<file path="config.mk">
export PLATFORM = sky130hd
export DESIGN_NAME = wb_arbiter
export DESIGN_NICKNAME = d
export VERILOG_FILES = /design/src/rtl/wb_arbiter.sv
export SDC_FILE = /design/constraint.sdc
export NUM_CORES = 1
export LEC_CHECK = 0
export CAP_MARGIN = 25
export CORE_MARGIN = 1
export CORE_UTILIZATION = 40
export CTS_BUF_LIST = sky130_fd_sc_hd__clkbuf_8
export CTS_CLUSTER_DIAMETER = 120
export CTS_CLUSTER_SIZE = 10
export DETAILED_ROUTE_END_ITERATION = 16
export GPL_TIMING_DRIVEN = 1
export PLACE_DENSITY = 0.64
export SETUP_SLACK_MARGIN = 0.4
export SLEW_MARGIN = 15
export SYNTH_ARGS = -nofsm -noshare
export SYNTH_HDL_FRONTEND = slang
export SYNTH_SLANG_ARGS = --single-unit
</file>
<file path="constraint.sdc">
create_clock -name clock_i -period 4.1 [get_ports clock_i]
set_clock_uncertainty 0.05 [all_clocks]
set_input_delay 0.82 -clock clock_i [delete_from_list [all_inputs] [get_ports clock_i]]
set_output_delay 0.82 -clock clock_i [all_outputs]
set_load 0.05 [all_outputs]
</file>
<file path="src/rtl/wb_arbiter.sv">
// Two-lane writeback arbiter: load/store results win over buffered arithmetic results,
// with an anti-starvation throttle. Define WB_FWD_EN to build the FIFO forwarding lookup.
module wb_arbiter #(
    parameter int unsigned DEPTH        = 4,
    parameter int unsigned STARVE_LIMIT = 8
) (
    input  logic        clock_i,
    input  logic        reset_i,
    input  logic        wbA_arith_i,
    input  logic [4:0]  wbAddrA_arith_i,
    input  logic [15:0] wbValA_arith_i,
    input  logic [1:0]  operationStatusA_i,
    output logic        arithReadyA_o,
    input  logic        wbA_ls_i,
    input  logic [4:0]  wbAddrA_ls_i,
    input  logic [15:0] wbValA_ls_i,
    output logic        lsReadyA_o,
    output logic        wbA_o,
    output logic [4:0]  wbAddrA_o,
    output logic [15:0] wbDatA_o,
    output logic        statusWeA_o,
    output logic [1:0]  operationStatusA_o,
    input  logic [4:0]  fwdAddrA_i,
    output logic        fwdHitA_o,
    output logic [15:0] fwdDatA_o,
    input  logic        wbB_arith_i,
    input  logic [4:0]  wbAddrB_arith_i,
    input  logic [15:0] wbValB_arith_i,
    input  logic [1:0]  operationStatusB_i,
    output logic        arithReadyB_o,
    input  logic        wbB_ls_i,
    input  logic [4:0]  wbAddrB_ls_i,
    input  logic [15:0] wbValB_ls_i,
    output logic        lsReadyB_o,
    output logic        wbB_o,
    output logic [4:0]  wbAddrB_o,
    output logic [15:0] wbDatB_o,
    output logic        statusWeB_o,
    output logic [1:0]  operationStatusB_o,
    input  logic [4:0]  fwdAddrB_i,
    output logic        fwdHitB_o,
    output logic [15:0] fwdDatB_o
);
    localparam int unsigned PW = $clog2(DEPTH);
    localparam int unsigned CW = PW + 1;
    localparam int unsigned SW = $clog2(STARVE_LIMIT + 1);
    localparam int unsigned EW = 23;

    logic        ar_v    [2];
    logic [4:0]  ar_addr [2];
    logic [15:0] ar_val  [2];
    logic [1:0]  ar_st   [2];
    logic        ls_v    [2];
    logic [4:0]  ls_addr [2];
    logic [15:0] ls_val  [2];
    logic        ar_rdy  [2];
    logic        ls_rdy  [2];
    logic        wb      [2];
    logic [4:0]  wb_addr [2];
    logic [15:0] wb_dat  [2];
    logic        st_we   [2];
    logic [1:0]  st      [2];
    logic        fwd_hit [2];
    logic [15:0] fwd_dat [2];

    assign ar_v[0]    = wbA_arith_i;
    assign ar_addr[0] = wbAddrA_arith_i;
    assign ar_val[0]  = wbValA_arith_i;
    assign ar_st[0]   = operationStatusA_i;
    assign ls_v[0]    = wbA_ls_i;
    assign ls_addr[0] = wbAddrA_ls_i;
    assign ls_val[0]  = wbValA_ls_i;
    assign ar_v[1]    = wbB_arith_i;
    assign ar_addr[1] = wbAddrB_arith_i;
    assign ar_val[1]  = wbValB_arith_i;
    assign ar_st[1]   = operationStatusB_i;
    assign ls_v[1]    = wbB_ls_i;
    assign ls_addr[1] = wbAddrB_ls_i;
    assign ls_val[1]  = wbValB_ls_i;

`ifdef WB_FWD_EN
    logic [4:0] fwd_addr [2];
    assign fwd_addr[0] = fwdAddrA_i;
    assign fwd_addr[1] = fwdAddrB_i;
`else
    logic unused_fwd;
    assign unused_fwd = ^{fwdAddrA_i, fwdAddrB_i};
`endif

    for (genvar l = 0; l < 2; l++) begin : g_lane
        logic [EW-1:0] mem_q [DEPTH];
        logic [PW-1:0] rd_ptr_q, wr_ptr_q;
        logic [CW-1:0] count_q, count_d;
        logic [SW-1:0] starve_q, starve_d;
        logic          ar_rdy_q, ls_rdy_q, wb_q, st_we_q;
        logic [4:0]    addr_q;
        logic [15:0]   dat_q;
        logic [1:0]    st_q;
        logic          ls_win, push_in, fifo_ne, push, pop;
        logic [EW-1:0] head, in_ent;

        always_comb begin
            ls_win   = ls_v[l] & ls_rdy_q;
            push_in  = ar_v[l] & ar_rdy_q;
            fifo_ne  = (count_q != '0);
            pop      = fifo_ne & ~ls_win;
            // Write-through only when nothing is queued; otherwise order demands a push.
            push     = push_in & (ls_win | fifo_ne);
            head     = mem_q[rd_ptr_q];
            in_ent   = {ar_addr[l], ar_val[l], ar_st[l]};
            count_d  = count_q;
            if (push && !pop) begin
                count_d = count_q + CW'(1);
            end else if (pop && !push) begin
                count_d = count_q - CW'(1);
            end
            starve_d = (ls_win && fifo_ne) ? starve_q + SW'(1) : '0;
        end

        always_ff @(posedge clock_i) begin
            if (push) begin
                mem_q[wr_ptr_q] <= in_ent;
            end
        end

        always_ff @(posedge clock_i or negedge reset_i) begin
            if (!reset_i) begin
                rd_ptr_q <= '0;
                wr_ptr_q <= '0;
                count_q  <= '0;
                starve_q <= '0;
                ar_rdy_q <= 1'b1;
                ls_rdy_q <= 1'b1;
                wb_q     <= 1'b0;
                st_we_q  <= 1'b0;
                addr_q   <= '0;
                dat_q    <= '0;
                st_q     <= '0;
            end else begin
                if (pop) begin
                    rd_ptr_q <= rd_ptr_q + PW'(1);
                end
                if (push) begin
                    wr_ptr_q <= wr_ptr_q + PW'(1);
                end
                count_q  <= count_d;
                starve_q <= starve_d;
                ar_rdy_q <= (count_d < CW'(DEPTH));
                ls_rdy_q <= (starve_d != SW'(STARVE_LIMIT));
                wb_q     <= ls_win | fifo_ne | push_in;
                st_we_q  <= ~ls_win & (fifo_ne | push_in);
                if (ls_win) begin
                    addr_q <= ls_addr[l];
                    dat_q  <= ls_val[l];
                end else if (fifo_ne) begin
                    {addr_q, dat_q, st_q} <= head;
                end else if (push_in) begin
                    {addr_q, dat_q, st_q} <= in_ent;
                end
            end
        end

        assign ar_rdy[l]  = ar_rdy_q;
        assign ls_rdy[l]  = ls_rdy_q;
        assign wb[l]      = wb_q;
        assign wb_addr[l] = addr_q;
        assign wb_dat[l]  = dat_q;
        assign st_we[l]   = st_we_q;
        assign st[l]      = st_q;

`ifdef WB_FWD_EN
        logic        hit_c;
        logic [15:0] fdat_c;

        // Walk head to tail so the youngest matching entry overwrites older ones.
        always_comb begin
            hit_c  = 1'b0;
            fdat_c = '0;
            for (int unsigned i = 0; i < DEPTH; i++) begin
                if ((CW'(i) < count_q) && (mem_q[rd_ptr_q + PW'(i)][22:18] == fwd_addr[l])) begin
                    hit_c  = 1'b1;
                    fdat_c = mem_q[rd_ptr_q + PW'(i)][17:2];
                end
            end
        end

        assign fwd_hit[l] = hit_c;
        assign fwd_dat[l] = fdat_c;
`else
        assign fwd_hit[l] = 1'b0;
        assign fwd_dat[l] = '0;
`endif
    end

    assign arithReadyA_o      = ar_rdy[0];
    assign lsReadyA_o         = ls_rdy[0];
    assign wbA_o              = wb[0];
    assign wbAddrA_o          = wb_addr[0];
    assign wbDatA_o           = wb_dat[0];
    assign statusWeA_o        = st_we[0];
    assign operationStatusA_o = st[0];
    assign fwdHitA_o          = fwd_hit[0];
    assign fwdDatA_o          = fwd_dat[0];
    assign arithReadyB_o      = ar_rdy[1];
    assign lsReadyB_o         = ls_rdy[1];
    assign wbB_o              = wb[1];
    assign wbAddrB_o          = wb_addr[1];
    assign wbDatB_o           = wb_dat[1];
    assign statusWeB_o        = st_we[1];
    assign operationStatusB_o = st[1];
    assign fwdHitB_o          = fwd_hit[1];
    assign fwdDatB_o          = fwd_dat[1];

endmodule

</file>
==> key figures <==
Pwr
  • Leakage power: 4.78 nW
  • Flop pwr share: 39.8%
  • Sw Share: 39.9%
  • Clock power share: 15.9%
  • PD cells: 716 nW/µm²
  • Worst VDD drop: 0.000385 V
  • P_int: 0.00578 W
  • Switch Pwr: 0.00383 W
  • Gate power share: 44.3%

Synth
  • Cells after synthesis: 733
  • Synth area leaders: edfxtp_1 (50%), dfrtp_1 (16%), mux4_2 (8.9%), nand3_1 (4.1%), a41oi_1 (3.3%)
  • Main combinational cell family by area after synthesis: multiplexers
  • XOR/XNOR Fraction of Synth Area: 0.945%
  • Sequential-to-total area share from yosys stat: 66.9%
  • Simple-gate area share of the yosys netlist: 10.2%
  • Mux contribution to synthesized area: 10.6%
  • Synth Cell Area: 11100 µm²
  • Yosys warns: 0
  • Compound-Gate Fraction of Synth Area: 4.14%
  • Area leader, netlist: edfxtp_1
  • Synth Register Bits: 260
  • Synth Area per Inst: 15.2 µm²
  • Post-synth top area share: 49.7%
  • Adder-cell share of the synthesized area: 2.25%
  • Synth cell types: 36

Detailed routing
  • Remaining antenna violation count: 0
  • Routed met3 length: 1190 µm
  • Met2 wire len: 11800 µm
  • M1 WL: 10600 µm
  • Drc violations: 0
  • DRT iter0 DRCs: 336
  • DR vias/cell: 5.28
  • Top Metal Used: met4
  • WL per Instance: 18.8 µm
  • Final WL: 24100 µm
  • Routed vias: 6762
  • Drt first pass iters: 4

Clocking
  • Post-CTS setup buffers: 0
  • Clk Latency, worst-skew pair: 0.56 ns
  • # clock sinks: 260
  • CTS buffer count: 29
  • CTS H-tree depth: 1
  • CTS max path bufs: 3
  • Clk root buf: clkbuf_8
  • Clock-pin slew on the worst setup and hold paths: 0.08 ns
  • CTS tree: done
  • Post-cts resize count: 0
  • Hold_buf cts: 0

Placed design
  • Port Buffers: 147
  • DP Wirelength: 15100 µm
  • DP Area: 12900 µm²
  • Inst Count DP: 1229
  • Gp weighted congestion: 0.771

Critical path
  • Crit-path slowest cell: clkdlybuf4s50_1
  • Crit. End Element: output port
  • Worst endpoint required time: 3.23 ns
  • CP cell instances: clkdlybuf4s50_1
  • Peak per-stage delay on the critical path: 0.82 ns
  • Critical path buffer and inverter count: 1
  • CP Max Fanout: 3
  • Startpoint types: flip-flop
  • Worst path top cell family by delay: buffers and inverters
  • CP Launch Point: lsReadyB_o
  • Critical Path AT: 1.96 ns
  • Critical path class: reg -> out
  • Reg2Reg Depth: 9
  • Levels on crit path: 1
  • CP Capture Point: lsReadyB_o
  • Worst R2R Start: g_lane[1].count_q[0]
  • R2r setup slk: 1.56 ns

Floorplanning
  • Chip Height: 169 µm
  • Die width: 169 µm
  • Core area: 27100 µm²
  • Initial core utilization: 41.0%
  • I/O pin count: 192
  • Rows: 60
  • Die Area: 28500 µm²

Run
  • Max Cap Violations: 0

Global routing
  • Initial antenna violation count: 0
  • Largest net degree at the start of global routing: 63
  • First-pass GRT wire length: 38200 µm
  • Vias in the first global route: 6805
  • Total global routing overflow: 0
  • Tot GR Track Use: 17.1%

Final layout
  • Post-route cell area: 13400 µm²
  • Area growth from synthesis to layout: 20.8%
  • Non-Filler Instances: 1281
  • Final Util: 49.6%
  • Share of layout cells above drive strength 1: 13.2%
  • Final nets: 1012
  • FF+latch area: 7430 µm²
  • Footprint of the multi-input gates: 3260 µm²
  • Layout fillers: 2291
  • Leading cell type in the layout, fill and taps excluded: edfxtp_1
  • Most frequent cells in the layout: edfxtp_1 (184), clkdlybuf4s50_1 (146), nand3_1 (90), dfrtp_1 (72), nand2_1 (56)
  • Ant diodes: 0

Timing
  • Hold Slack: 0.325 ns
  • Final worst path period need: 2.83 ns
  • Max-slew headroom: 39.5%
  • Tightest Pin Transition: 0.908 ns
  • Final setup fails: 0
  • Endpoints failing hold: 0
  • Setup TNS: 0 ns
  • Pins over their slew limit: 0
  • Final cycle utilization of the critical path: 69.0%
  • RSZ-0062 raised after global routing: false
  • FMAX: 353 MHz

Min path
  • Worst min path class: in -> async

Status
  • Status: finished, final reports clean
[area by class of cell]
type,count,share of cell area [%]
clock buffer,29,2.97
timing repair buffer,177,12.9
tap,372,3.47
inverter,14,0.391
multi-input combinational,406,24.3
sequential,260,55.3
clock inverter,23,0.643
[synthesized netlist by cell type]
| cell | n |
|---|---|
| edfxtp_1 | 184 |
| nand3_1 | 90 |
| dfrtp_1 | 72 |
| nand2_1 | 56 |
| mux4_2 | 44 |
| a41oi_1 | 42 |
| nor4_1 | 42 |
| buf_4 | 38 |
| clkbuf_1 | 30 |
| ha_1 | 20 |
| buf_2 | 15 |
| inv_1 | 14 |
| and2_1 | 12 |
| mux2_2 | 10 |
| nor2_1 | 9 |
| xnor2_1 | 9 |
| nor2b_1 | 6 |
| o21ai_0 | 6 |
| dfstp_2 | 4 |
| nand3b_1 | 3 |
| xor2_1 | 3 |
| a21oi_1 | 2 |
| a22o_1 | 2 |
| and3_1 | 2 |
| buf_6 | 2 |
| mux2i_1 | 2 |
| mux4_1 | 2 |
| nand2b_1 | 2 |
| o21ai_1 | 2 |
| or3_1 | 2 |
| a221o_1 | 1 |
| a22oi_1 | 1 |
| buf_1 | 1 |
| conb_1 | 1 |
| nor3b_1 | 1 |
| o211ai_1 | 1 |
[logic make-up (layout without fill, tap and decap cells)]
logic type | after synthesis | after routing
adders and majority gates | 20 | 20
xor gates and xnor gates | 12 | 12
AOI/OAI and AO/OA | 57 | 57
other | 1 | 34
DFF | 260 | 260
and+or+nand+nor | 225 | 225
buffers and inverters | 100 | 243
muxes | 58 | 58
[worst min-delay path by stage]
stage | cells after the start | to | startpoint | slack, ns
4_1_cts | 1 | wbDatA_o[1] | reset_i | 0.33
5_1_grt | 1 | async pin | reset_i | 0.36
2_1_floorplan | 1 | g_lane[0].starve_q[0] | g_lane[0].starve_q[0] | 0.40
3_5_place_dp | 1 | g_lane[1].starve_q[0] | g_lane[1].starve_q[0] | 0.43
6_report | 1 | async pin | reset_i | 0.33
3_3_place_gp | 1 | g_lane[1].starve_q[0] | g_lane[1].starve_q[0] | 0.42
[metal layers]
layer	GRT usage, %	up-vias
li1	-	3086
met1	23.4	3417
met2	29.0	228
met3	2.50	31
met4	3.83	0
met5	0	-
[flip-flops by register name (all words and copies together) (netlist names), 2 cells and up, named ones only]
signal	cells
g_lane.count_q	4
g_lane.rd_ptr_q	4
operationStatusB_o	2
wbAddrA_o	5
g_lane.wr_ptr_q	4
wbAddrB_o	5
operationStatusA_o	2
g_lane.mem_q	184
g_lane.starve_q	8
wbDatB_o	16
wbDatA_o	16
[power by group through the flow]
stage | Combinational, W | Clock (W) | Sequential, W
finish | 0.00426 | 0.00153 | 0.00383
global route | 0.00457 | 0.00169 | 0.00390
CTS | 0.00431 | 0.00159 | 0.00384
detailed placement | 0.00430 | 0 | 0.00388
global placement | 0.00425 | 0 | 0.00387
floorplan | 0.00221 | 0 | 0.00465
[through the flow]
stage	setup WS [ns]	power (W)
2_1_floorplan	1.70	0.00685
3_3_place_gp	1.20	0.00812
3_5_place_dp	1.22	0.00818
4_1_cts	1.24	0.00974
5_1_grt	1.22	0.0102
6_report	1.27	0.00961
Power figures use the tool's default switching activity.
==> variant: new RTL, same settings <==
Build with the macro `WB_FWD_EN` defined.
--- a/src/rtl/wb_arbiter.sv
+++ b/src/rtl/wb_arbiter.sv
@@ -1,4 +1,6 @@
 // Two-lane writeback arbiter: load/store results win over buffered arithmetic results,
 // with an anti-starvation throttle. Define WB_FWD_EN to build the FIFO forwarding lookup.
+`define WB_FWD_EN
+
 module wb_arbiter #(
     parameter int unsigned DEPTH        = 4,
Formal check against the unedited RTL: not equivalent (a bounded check fails within 4 cycles, from zero or initial values and one cycle with reset_i low).
==> variant against the original RTL <==
- the flow now finishes with violations (setup timing)
- synthesized area increased by 36%
- routed wire length increased by 70%
- sequential cell count unchanged
- non-clock buffer count increased by 99
- cell area increased by 47%
- worst setup slack got worse by 1400 ps
- count of clock-buffer cells in the layout unchanged
- die area increased by 36%
- power increased by 66%
- critical endpoint is now fwdDatB_o[15]
==> variant: results (changes against the original RTL) <==
| Metric | Value |
|---|---|
| Vias per cell | `5.52 (was 5.28)` |
| Global-route wire length before repair | `63500 µm (was 38200 µm)` |
| Met3 Usage GRT | `0.0257 (was 0.0250)` |
| Iteration-0 DRC Markers | `625 (was 336)` |
| Critical path capture point | `fwdDatB_o[15] (was lsReadyB_o)` |
| Critical path startpoint | `g_lane[1].rd_ptr_q[0] (was lsReadyB_o)` |
| Crit path arrival time | `3330 ps (was 1960 ps)` |
| R2R Path Start | `g_lane[1].count_q[0] (unchanged)` |
| Max-slew headroom | `0.397 (was 0.395)` |
| Final setup violation count | `32 (was 0)` |
| Commonest cells post-synth | `219 x nand2_1, 190 x mux2i_1, 184 x edfxtp_1 (was 184 x edfxtp_1, 90 x nand3_1, 72 x dfrtp_1)` |
| Outcome | `finished, violations left (was complete, no violations)` |
| Final worst slack | `-96.0 ps (was 1270 ps)` |
| # placed instances | `1906 (was 1229)` |
| Worst skew pair latency | `580 ps (was 560 ps)` |
| NumNets Final | `1601 (was 1012)` |
| Share of cells above drive strength 1 | `0.206 (was 0.132)` |
| Sequential fraction of the synthesis area | `0.490 (was 0.669)` |
| Hold_ws | `162 ps (was 325 ps)` |
| Largest net degree at the start of global routing | `68 (was 63)` |
| Synth cell types | `47 (was 36)` |
| Drt wl/cell | `20.5 µm (was 18.8 µm)` |
| RePlAce Congestion | `0.794 (was 0.771)` |
| R2R setup slack | `1140 ps (was 1560 ps)` |
| Worst path slowest cell | `dfrtp_4 (was clkdlybuf4s50_1)` |
| Worst slack, placed | `149 ps (was 1220 ps)` |
| Delay-heaviest family, CP | `compound AO/OA/AOI/OAI gates (was buffers and inverters)` |
| Leak | `7.28 nW (was 4.78 nW)` |
| Top cells by area, synth | `edfxtp_1 36%, mux2i_1 13%, dfrtp_1 12%, mux4_2 6.5%, nand2_1 5.4% (was edfxtp_1 50%, dfrtp_1 16%, mux4_2 8.9%, nand3_1 4.1%, a41oi_1 3.3%)` |
| Fillers | `3152 (was 2291)` |
| GRT Util Overall | `0.210 (was 0.171)` |
| Slowest stage delay, CP | `510 ps (was 820 ps)` |
| Detailed Routing Iterations Pass 1 | `6 (was 4)` |
| Initial antenna violation count | `2 (was 0)` |
| Worst-path maximum fanout | `32 (was 3)` |
| Synth Instances | `1270 (was 733)` |
| I/O Buffers | `191 (was 147)` |
| TNS Setup | `-1830 ps (was 0 ps)` |
| CTS Buf Count | `29 (unchanged)` |
| Vias in the first global route | `11300 (was 6805)` |
| Non-filler instance count after layout | `2002 (was 1281)` |
| Final HPWL DP | `27000 µm (was 15100 µm)` |
| Reg2Reg Depth | `7 (was 9)` |
| Failing checks | `setup timing` |
| Met2 Use GR | `0.377 (was 0.290)` |
| Maximum VDD drop | `0.556 mV (was 0.385 mV)` |
==> variant: cell count changes after synthesis, sizes merged, moves of 42 or more <==
cell	unedited run	this run
mux2i	2	190
nand2	56	221
o221a	0	64
o21ai	8	57
a21oi	2	49
a41oi	42	0
nor4	42	0
==> variant: final cells by class <==
type	count	area, µm²	share of cell area
clock buffers	29	399	0.0202
multi-input cells	890	7760	0.393
diodes	1	2.50	0.000127
inverters	18	67.6	0.00342
well taps	504	631	0.0319
clock inverters	24	90.1	0.00456
repair buffers	276	3350	0.170
flip-flops and latches	260	7440	0.377
==> variant: kinds of logic (layout without fill, tap and decap cells) <==
| group | count (synthesis) | count (layout) | share of synthesized area |
|---|---|---|---|
| and+or+nand+nor | 346 | 346 | 0.101 |
| DFF | 260 | 260 | 0.490 |
| muxes | 236 | 236 | 0.192 |
| AOI/OAI and AO/OA | 234 | 234 | 0.132 |
| buffers and inverters | 120 | 347 | 0.0370 |
| xor gates and xnor gates | 52 | 52 | 0.0300 |
| adders and majority gates | 22 | 22 | 0.0182 |
| other | 0 | 1 | 0 |
==> variant: layer usage <==
layer	wire length, µm	part of all wire
met2	21000	0.51
met3	1790	0.044
met5	13	0.00032
met1	17400	0.42
met4	842	0.021
==> variant: through the flow <==
stage	area, µm²	util
after floorplan	15200	-
after global placement	18000	0.487
after detailed placement	18000	0.488
after CTS	19500	0.527
after global routing	19700	0.534
final	19700	0.534
==> variant: what timing repair did <==
item / in CTS / in global routing
endpoints found under the hold margin: 0 / 0
endpoints found under the setup margin: 34 / 34
resized for setup: 71 / 23
pin swaps: 18 / 9
buffers inserted: 29 / 6
cloned: 6 / 1
==> variant: where the power goes <==
part	switching (mW)	total [mW]	internal (mW)
Clock	0.914	1.57	0.654
Combinational	5.90	10.5	4.60
Sequential	0.395	3.86	3.47
Total	7.21	15.9	8.72
